`config.mk`:
```
export PLATFORM = sky130hd
export DESIGN_NAME = countup_ctrl
export DESIGN_NICKNAME = d
export VERILOG_FILES = /design/src/rtl/countup_pkg.sv /design/src/rtl/countup_ctrl_key_debounce.sv /design/src/rtl/countup_ctrl.sv
export SDC_FILE = /design/constraint.sdc
export NUM_CORES = 1
export LEC_CHECK = 0
export ABC_AREA = 1
export CAP_MARGIN = 10
export CORE_ASPECT_RATIO = 0.7
export CORE_MARGIN = 3
export CORE_UTILIZATION = 45
export CTS_CLUSTER_DIAMETER = 120
export DETAILED_ROUTE_END_ITERATION = 10
export DONT_BUFFER_PORTS = 1
export PLACE_DENSITY = 0.62
export SYNTH_ARGS = -nofsm -noshare
export SYNTH_HDL_FRONTEND = slang
export SYNTH_SLANG_ARGS = --single-unit
```
`constraint.sdc`:
```
create_clock -name MAX10_CLK1_50 -period 1.8 [get_ports MAX10_CLK1_50]
set_input_delay 0.18 -clock MAX10_CLK1_50 [delete_from_list [all_inputs] [get_ports MAX10_CLK1_50]]
set_output_delay 0.18 -clock MAX10_CLK1_50 [all_outputs]
set_load 0.01 [all_outputs]
```
`src/rtl/countup_pkg.sv`:
```
// Shared types and constants for the countup run/pause/clear controller.
package countup_pkg;

  typedef enum logic [1:0] {
    ST_IDLE  = 2'd0,
    ST_RUN   = 2'd1,
    ST_PAUSE = 2'd2,
    ST_DONE  = 2'd3
  } state_e;

  localparam logic [1:0] RATE_SEL_BASE   = 2'd0;
  localparam logic [1:0] RATE_SEL_DIV10  = 2'd1;
  localparam logic [1:0] RATE_SEL_DIV100 = 2'd2;
  localparam logic [1:0] RATE_SEL_FAST   = 2'd3;

  localparam logic [3:0] LED_IDLE  = 4'b0001;
  localparam logic [3:0] LED_RUN   = 4'b0010;
  localparam logic [3:0] LED_PAUSE = 4'b0100;
  localparam logic [3:0] LED_DONE  = 4'b1000;

  localparam int RATE_LO = 0;
  localparam int RATE_HI = 1;
  localparam int DIR     = 7;
  localparam int WRAP    = 8;
  localparam int HOLD    = 9;

  function automatic logic [3:0] state_led(input state_e s);
    case (s)
      ST_IDLE:  return LED_IDLE;
      ST_RUN:   return LED_RUN;
      ST_PAUSE: return LED_PAUSE;
      ST_DONE:  return LED_DONE;
      default:  return LED_IDLE;
    endcase
  endfunction

endpackage

```
`src/rtl/countup_ctrl_key_debounce.sv`:
```
// Active-low pushbutton conditioner: 2-flop synchronizer, stability counter,
// and a one-cycle press pulse on each debounced 1->0 transition.
module key_debounce #(
  parameter int DEBOUNCE_CYCLES = 500000
) (
  input  logic i_clk,
  input  logic i_rst,
  input  logic i_key_n,
  output logic o_press
);

  localparam int CW = $clog2(DEBOUNCE_CYCLES + 1);
  localparam logic [CW-1:0] CNT_LAST = CW'(DEBOUNCE_CYCLES - 1);

  logic          r_sync1;
  logic          r_sync2;
  logic          r_level;
  logic          r_level_q;
  logic          r_press;
  logic [CW-1:0] r_cnt;
  logic          w_differs;
  logic          w_accept;

  assign w_differs = (r_sync2 != r_level);
  assign w_accept  = w_differs && (r_cnt == CNT_LAST);

  always_ff @(posedge i_clk) begin
    if (i_rst) begin
      r_sync1   <= 1'b1;
      r_sync2   <= 1'b1;
      r_level   <= 1'b1;
      r_level_q <= 1'b1;
      r_press   <= 1'b0;
      r_cnt     <= '0;
    end else begin
      r_sync1   <= i_key_n;
      r_sync2   <= r_sync1;
      r_level_q <= r_level;
      // Any sample that agrees with the accepted level restarts the run.
      if (!w_differs || w_accept) r_cnt <= '0;
      else                        r_cnt <= r_cnt + 1'b1;
      if (w_accept) r_level <= r_sync2;
      r_press <= r_level_q & ~r_level;
    end
  end

  assign o_press = r_press;

endmodule

```
`src/rtl/countup_ctrl.sv`:
```
// Run/pause/clear sequencer for the 6-digit countup datapath.
// Optional down-count support is built when COUNTUP_CTRL_DOWN_EN is defined.
module countup_ctrl
  import countup_pkg::*;
#(
  parameter int DIV_BASE        = 5000000,
  parameter int DEBOUNCE_CYCLES = 500000
) (
  input  logic       MAX10_CLK1_50,
  input  logic       RST,
  input  logic       KEY_START,
  input  logic       KEY_CLEAR,
  input  logic [9:0] SW,
  input  logic       CNT_MAX,
`ifdef COUNTUP_CTRL_DOWN_EN
  input  logic       CNT_MIN,
  output logic       CNT_DIR,
`endif
  output logic       CNT_INC,
  output logic       CNT_CLR,
  output logic [3:0] STATE_LED
);

  localparam int PW = $clog2(DIV_BASE);

  state_e        r_state;
  state_e        w_state_nxt;
  logic [PW-1:0] r_presc;
  logic [PW-1:0] w_div_m1;
  logic [1:0]    r_rate_q;
  logic          r_inc;
  logic          r_clr;
  logic [3:0]    r_led;
  logic          w_inc_nxt;
  logic          w_clr_nxt;
  logic          w_start;
  logic          w_clear;
  logic          w_advance;
  logic          w_tick;
  logic          w_term;
  logic          w_rate_chg;
  logic          w_presc_clr;
  logic          w_unused;

  key_debounce #(.DEBOUNCE_CYCLES(DEBOUNCE_CYCLES)) u_key_start (
    .i_clk   (MAX10_CLK1_50),
    .i_rst   (RST),
    .i_key_n (KEY_START),
    .o_press (w_start)
  );

  key_debounce #(.DEBOUNCE_CYCLES(DEBOUNCE_CYCLES)) u_key_clear (
    .i_clk   (MAX10_CLK1_50),
    .i_rst   (RST),
    .i_key_n (KEY_CLEAR),
    .o_press (w_clear)
  );

  always_comb begin
    w_div_m1 = '0;
    case (SW[RATE_HI:RATE_LO])
      RATE_SEL_BASE:   w_div_m1 = PW'(DIV_BASE - 1);
      RATE_SEL_DIV10:  w_div_m1 = PW'(DIV_BASE / 10 - 1);
      RATE_SEL_DIV100: w_div_m1 = PW'(DIV_BASE / 100 - 1);
      default:         w_div_m1 = '0;
    endcase
  end

  assign w_advance  = (r_state == ST_RUN) && !SW[HOLD];
  assign w_tick     = w_advance && (r_presc == w_div_m1);
  assign w_rate_chg = (SW[RATE_HI:RATE_LO] != r_rate_q);

`ifdef COUNTUP_CTRL_DOWN_EN
  logic r_dir;

  always_ff @(posedge MAX10_CLK1_50) begin
    if (RST)                                                r_dir <= 1'b0;
    else if (w_state_nxt == ST_RUN && r_state != ST_RUN)    r_dir <= SW[DIR];
  end

  assign w_term  = r_dir ? CNT_MIN : CNT_MAX;
  assign CNT_DIR = r_dir;
`else
  assign w_term = CNT_MAX;
`endif

  always_comb begin
    w_state_nxt = r_state;
    w_inc_nxt   = 1'b0;
    w_clr_nxt   = 1'b0;
    if (w_clear) begin
      w_clr_nxt   = 1'b1;
      w_state_nxt = ST_IDLE;
    end else begin
      case (r_state)
        ST_IDLE:  if (w_start) w_state_nxt = ST_RUN;
        ST_RUN: begin
          // Terminal count without wrap stops the run even if start is pressed.
          if (w_tick && w_term && !SW[WRAP]) begin
            w_state_nxt = ST_DONE;
          end else begin
            w_inc_nxt = w_tick;
            if (w_start) w_state_nxt = ST_PAUSE;
          end
        end
        ST_PAUSE: if (w_start) w_state_nxt = ST_RUN;
        ST_DONE:  w_state_nxt = ST_DONE;
        default:  w_state_nxt = ST_IDLE;
      endcase
    end
  end

  assign w_presc_clr = w_clear || w_rate_chg ||
                       (r_state == ST_IDLE && w_state_nxt == ST_RUN);

  always_ff @(posedge MAX10_CLK1_50) begin
    r_rate_q <= SW[RATE_HI:RATE_LO];
  end

  always_ff @(posedge MAX10_CLK1_50) begin
    if (RST) begin
      r_state <= ST_IDLE;
      r_inc   <= 1'b0;
      r_clr   <= 1'b0;
      r_led   <= LED_IDLE;
      r_presc <= '0;
    end else begin
      r_state <= w_state_nxt;
      r_inc   <= w_inc_nxt;
      r_clr   <= w_clr_nxt;
      r_led   <= state_led(w_state_nxt);
      if (w_presc_clr || w_tick) r_presc <= '0;
      else if (w_advance)        r_presc <= r_presc + 1'b1;
    end
  end

  assign CNT_INC   = r_inc;
  assign CNT_CLR   = r_clr;
  assign STATE_LED = r_led;

  assign w_unused = ^SW[7:2];

endmodule
```
# After elaboration in Yosys (flattened, before gate mapping)
# Index checks and enable logic that the tools add are counted.
# word_totals
regBits,81
inputBits,15
out_inout_bits,6
word_cells,72
# classes
add_sub_neg,3
n_eq_ne,14
muxes,8
n_bitwise,5
reduce_logical,24
# op_table
cell,n
case mux 23 bit (3 select lines),1
adder 19 x 1 -> 19 bit (second input constant),2
== test 19 bit (second input constant),2
adder 23 x 1 -> 23 bit (second input constant),1
== test 23 bit,1
case mux 4 bit (4 select lines),1
== test 2 bit (second input constant),5
2-to-1 mux 2 bit,4
OR reduction 2 bit,4
logical AND 1 bit,7
== test 2 x 1 -> 1 bit (second input constant),3
zero test 2 bit,3
case mux 2 bit (3 select lines),1
logical OR 1 bit,5
zero test 1 bit,4
OR reduction 4 bit,1
inverter 1 bit,3
AND 1 bit,2
inequality test 1 bit,2
inequality test 2 bit,1
2-to-1 mux 1 bit,1

# Logic depth before layout (Yosys ltp)
# depth
ltp_word,14
depth_mapped,14

# Cells and area by module
# A second synthesis with hierarchy kept.
# hier_totals
hier_cells,580
area_unflattened_um2,4119.0
# modules_own_cells
mod,n_inst,cells_per_inst,area_per_inst_um2
key_debounce,2,165,1142.3
countup_ctrl,1,250,1834.3

# Least setup slack after synthesis
# No wires, ideal clock.
# synth_timing
path_kind,reg2reg
startpoint,reg u_key_clear.r_cnt[0]
endpoint,reg u_key_clear.r_cnt[18]
setup_ns,0.122
arrival_ns,1.382
slack_ns,0.296
path_stages_with_launch,11
n_path_buf,0
path_cell_list,dfxtp_1 > ha_1 > nand2_1 > nor2_4 > nand2_2 > nor2_4 > nand2_2 > nor2_4 > nand3_2 > nor3_1 > nor3b_2
# synth_via
elab_chain_cells,4
elab_cells_between_ends,5
# synth_lines
element,line,rtl
start: declaration,countup_ctrl_key_debounce.sv:20,logic [CW-1:0] r_cnt;
start signal: assignment,countup_ctrl_key_debounce.sv:41,else r_cnt <= r_cnt + 1'b1;
"parallel branches: the longest is 4 deep, another holds adder 19 x 1 -> 19 bit",-,
# Several ways; the timed one is not identified.
# A chain may end at the register's enable or synchronous reset.

# Worst setup path after layout
# layout_timing
startpoint,reg r_presc[2]
endpoint,reg r_presc[21]
# layout_via
elab_chain_cells,12
elab_cells_between_ends,13
# layout_lines
element,line,rtl
start: declaration,countup_ctrl.sv:28,logic [PW-1:0] r_presc;
start signal: assignment,countup_ctrl.sv:133,else if (w_advance) r_presc <= r_presc + 1'b1;
== test 23 bit,countup_ctrl.sv:70,assign w_tick = w_advance && (r_presc == w_div_m1);
logical AND 1 bit,countup_ctrl.sv:70,
logical AND 1 bit (2 in a row),countup_ctrl.sv:99,if (w_tick && w_term && !SW[WRAP]) begin
2-to-1 mux 2 bit,countup_ctrl.sv:99,
case mux 2 bit (3 select lines),countup_ctrl.sv:95,case (r_state)
2-to-1 mux 2 bit,countup_ctrl.sv:91,if (w_clear) begin
== test 2 x 1 -> 1 bit,countup_ctrl.sv:114,(r_state == ST_IDLE && w_state_nxt == ST_RUN);
logical AND 1 bit,countup_ctrl.sv:114,
logical OR 1 bit,countup_ctrl.sv:113,assign w_presc_clr = w_clear || w_rate_chg ||
logical OR 1 bit,countup_ctrl.sv:132,if (w_presc_clr || w_tick) r_presc <= '0;
OR reduction 2 bit (no line),-,
# Parallel ways exist; a longest one is shown, timed or not.

==> impl_metrics.csv <==
group,metric,value,unit
synthesis,synth_top_family_by_area,"simple AND/OR/NAND/NOR gates",
routing,routed_wl,7800,µm
floorplan,core_area,8140,µm²
outcome,status,"finished, final reports clean",
synthesis,synth_top_area_cell,"dfxtp_1",
cells_and_area,finalNonFillerCells,677,
clock_tree,cts.sinks,81,
critical_path,start_kind,"flop",
sta,finalCriticalPeriod,1.66,ns
synthesis,synth-xor-area-share,0.0695,
synthesis,ys_seq_area_frac,0.415,
critical_path,ff2ff_path_depth,7,
global_route,grt_pass1_vias,2920,
run,maxCapViolations,0,
pwr,power_density,847,nW/µm²
critical_path,crit_type,"reg2reg",
sta,relSlewSlack,0.769,
floorplan,boundaryPins,21,
synthesis,synth_fa_ha_area_frac,0.0256,
synthesis,syn_nets,560,
routing,viasPerCell,4.78,
worst_hold_path,hold_depth,2,
routing,ant_nets,0,
pwr,power,0.00379,W
critical_path,timing.rr.start,"r_presc[2]",
routing,via_count,3238,
worst_hold_path,hp-start,"RST",
synthesis,avgSynthCellArea,7.27,µm²
synthesis,synth_simple_gate_area_frac,0.361,
global_route,antenna_found_initial,0,
floorplan,row_count,27,
placement,place_area,4080,µm²
synthesis,synth_compound_area_frac,0.0509,
floorplan,dieArea,9850,µm²
cells_and_area,layout_common_cells,"nand2_1 (115), nor2_1 (82), dfxtp_1 (77)",
clock_tree,cts-root-buf,"clkbuf_16",
global_route,grt_pass1_wl,13800,µm
critical_path,required,2.02,ns
sta,rsz0062_at_grt,"true",
pwr,vdd_drop_max,0.000671,V
routing,drt_iter0_markers,295,
critical_path,cp_cell_sequence,"nand2_1 -> nor3_4 -> nand3_2 -> nor3_2 -> nand2_1 -> xor2_1 -> nor2_2",
synthesis,synthCells,537,
worst_hold_path,min_path_type,"in2reg",
critical_path,slowest_delay,0.42,ns
cells_and_area,diodes,0,
floorplan,start_util,0.480,
synthesis,synth-warning-count,0,
clock_tree,clock_latency,0.33,ns
pwr,p_leak,1.68,nW
critical_path,r2r_slack,0.14,ns
placement,gp_congestion,0.854,
sta,drv_slew,0,
synthesis,muxShareOfSynthArea,0,
clock_tree,cts_tree,"done",
sta,fin_tns_setup,0,ns
floorplan,die_x,117,µm
synthesis,synth_area_leaders,"dfxtp_1 (42%), nand2_1 (11%), nor2_1 (8.1%), inv_1 (6.2%), xor2_1 (4.9%)",
critical_path,cp-end-kind,"flop",
routing,post_drt_wl_per_cell,11.5,µm
routing,drc,0,
synthesis,synth_top_area_frac,0.415,
sta,tightest_slew,0.346,ns
cells_and_area,drive_above_1_share,0.135,
floorplan,die_h,83.9,µm
sta,fmax,602,MHz
global_route,grtUsageTotal,0.171,
sta,final_hold_viol_count,0,
placement,post-dp-hpwl,5850,µm
critical_path,slowest_stage,"dfxtp_1",
clock_tree,htreeDepth,3,
clock_tree,cts-buffers-inserted,9,
sta,fin_crit_sh,0.923,
synthesis,synth_area,3900,µm²
cells_and_area,fin_nets,580,
global_route,grt_max_degree,15,
routing,drt_first_pass_iters,5,
cells_and_area,design_area,4480,µm²
sta,finalSetupViolCount,0,
synthesis,synthDistinctLibCells,34,
critical_path,cp.arrival,1.88,ns
critical_path,path_max_fanout,5,
critical_path,worstPathBufferInverterCount,0,
cells_and_area,area_growth,14.7,%
placement,dp.cells,655,
cells_and_area,final_common_cell,"nand2_1",
cells_and_area,final_core_util,0.550,
critical_path,reg2reg_to,"r_presc[21]",
clock_tree,clockBufferDepth,2,
critical_path,crit_top_cell,"nand2_1",
critical_path,path_delay_family,"simple AND/OR/NAND/NOR gates",
synthesis,ys_seq_elements,81,
worst_hold_path,holdPathEnd,"u_key_clear.r_level_q",
sta,clock_skew,0.00732,ns
global_route,overflow,0,
placement,portBuffers,0,
clock_tree,clkTransAtPathRegs,0.06,ns
[cells in the mapped netlist]
cell type	count
nand2_1	116
o211ai_1	1
nand2_2	6
a21o_1	1
clkbuf_1	1
xnor2_1	9
nand3b_2	1
o21ai_1	4
nor3b_2	1
nor2_1	84
nor3_1	16
nor2_2	8
inv_1	64
nor4_1	8
or2_0	1
dfxtp_1	81
inv_2	8
nor3_2	4
xor2_1	22
o21bai_1	1
nand4_1	9
o21ai_0	9
a21oi_1	21
nor3_4	1
buf_4	2
nand3_1	29
nor2_4	6
a31oi_1	1
buf_2	3
or2_2	5
nand3_2	4
or2_1	1
nor3b_1	1
ha_1	8
[registers in the layout, summed over array words and instances, names as in the netlist]
name,flops
u_key_start.o_press,1
CNT_INC,1
u_key_start.r_sync2,1
r_presc,23
u_key_clear.r_level_q,1
u_key_start.r_sync1,1
r_rate_q,2
u_key_start.r_cnt,19
CNT_CLR,1
u_key_start.r_level_q,1
u_key_start.r_level,1
u_key_clear.r_level,1
u_key_clear.o_press,1
STATE_LED,4
r_state,2
u_key_clear.r_cnt,19
u_key_clear.r_sync2,1
u_key_clear.r_sync1,1
[worst max path at each step]
stage                                 end  cells past startpoint            startpoint
floorplan           u_key_clear.r_cnt[18]                     10  u_key_clear.r_cnt[0]
global placement    u_key_start.r_cnt[16]                     11  u_key_start.r_cnt[0]
detailed placement  u_key_start.r_cnt[18]                     10  u_key_start.r_cnt[0]
global route        u_key_clear.r_cnt[17]                      9  u_key_clear.r_cnt[2]
CTS                 u_key_start.r_cnt[18]                     10  u_key_start.r_cnt[0]
finish                        r_presc[21]                      7            r_presc[2]
[report_power, final]
| part | switching [W] | leakage (nW) | internal [W] |
|---|---|---|---|
| logic | 0.0000570 | 0.872 | 0.0000376 |
| clock network | 0.000653 | 0.153 | 0.00124 |
| registers | 0.00000332 | 0.656 | 0.00180 |
| total | 0.000713 | 1.68 | 0.00308 |
[repair_timing]
| action | CTS | global route |
|---|---|---|
| hold endpoints to repair | 11 | 0 |
| resized for setup | 0 | 10 |
| hold buffers | 5 | 0 |
| setup endpoints to repair | 0 | 11 |
| buffers inserted | 0 | 2 |
[through the flow]
stage,hold WS [ns],setup slack [ns]
CTS,0.0117,0.0773
detailed placement,0.209,0.0861
global route,0.0238,-0.000953
finish,0.0222,0.138
global placement,0.209,0.141
floorplan,0.208,0.296
[logic make-up (layout without fill, tap and decap cells)]
group	after synthesis	after routing
flops	81	81
buf+inv	78	102
fa+ha+maj	8	8
simple gates	301	301
compound gates	38	38
xor+xnor	31	31
[worst reg2reg max path: stages (launching register included)]
cell     delay, ns
dfxtp_1       0.42
nand2_1       0.14
nor3_4        0.25
nand3_2       0.20
nor3_2        0.22
nand2_1       0.09
xor2_1        0.18
nor2_2        0.04
[area by class of cell]
cell class              instances  area (µm²)
clock inverters                 3        65.1
repair buffers                 15         125
inverters                      72         270
multi-input cells             378        2000
fillers                       768        3660
flip-flops and latches         81        1630
clock buffers                  12         246
well taps                     116         145
[layer usage]
layer | vias up | global-route usage | part of all wire
li1 | 1722 | - | -
met4 | 0 | 0.0479 | 0.012
met3 | 10 | 0.0447 | 0.070
met2 | 85 | 0.228 | 0.38
met5 | - | 0 | 0
met1 | 1421 | 0.265 | 0.54
Note: power is estimated with default switching activity, not from simulation.
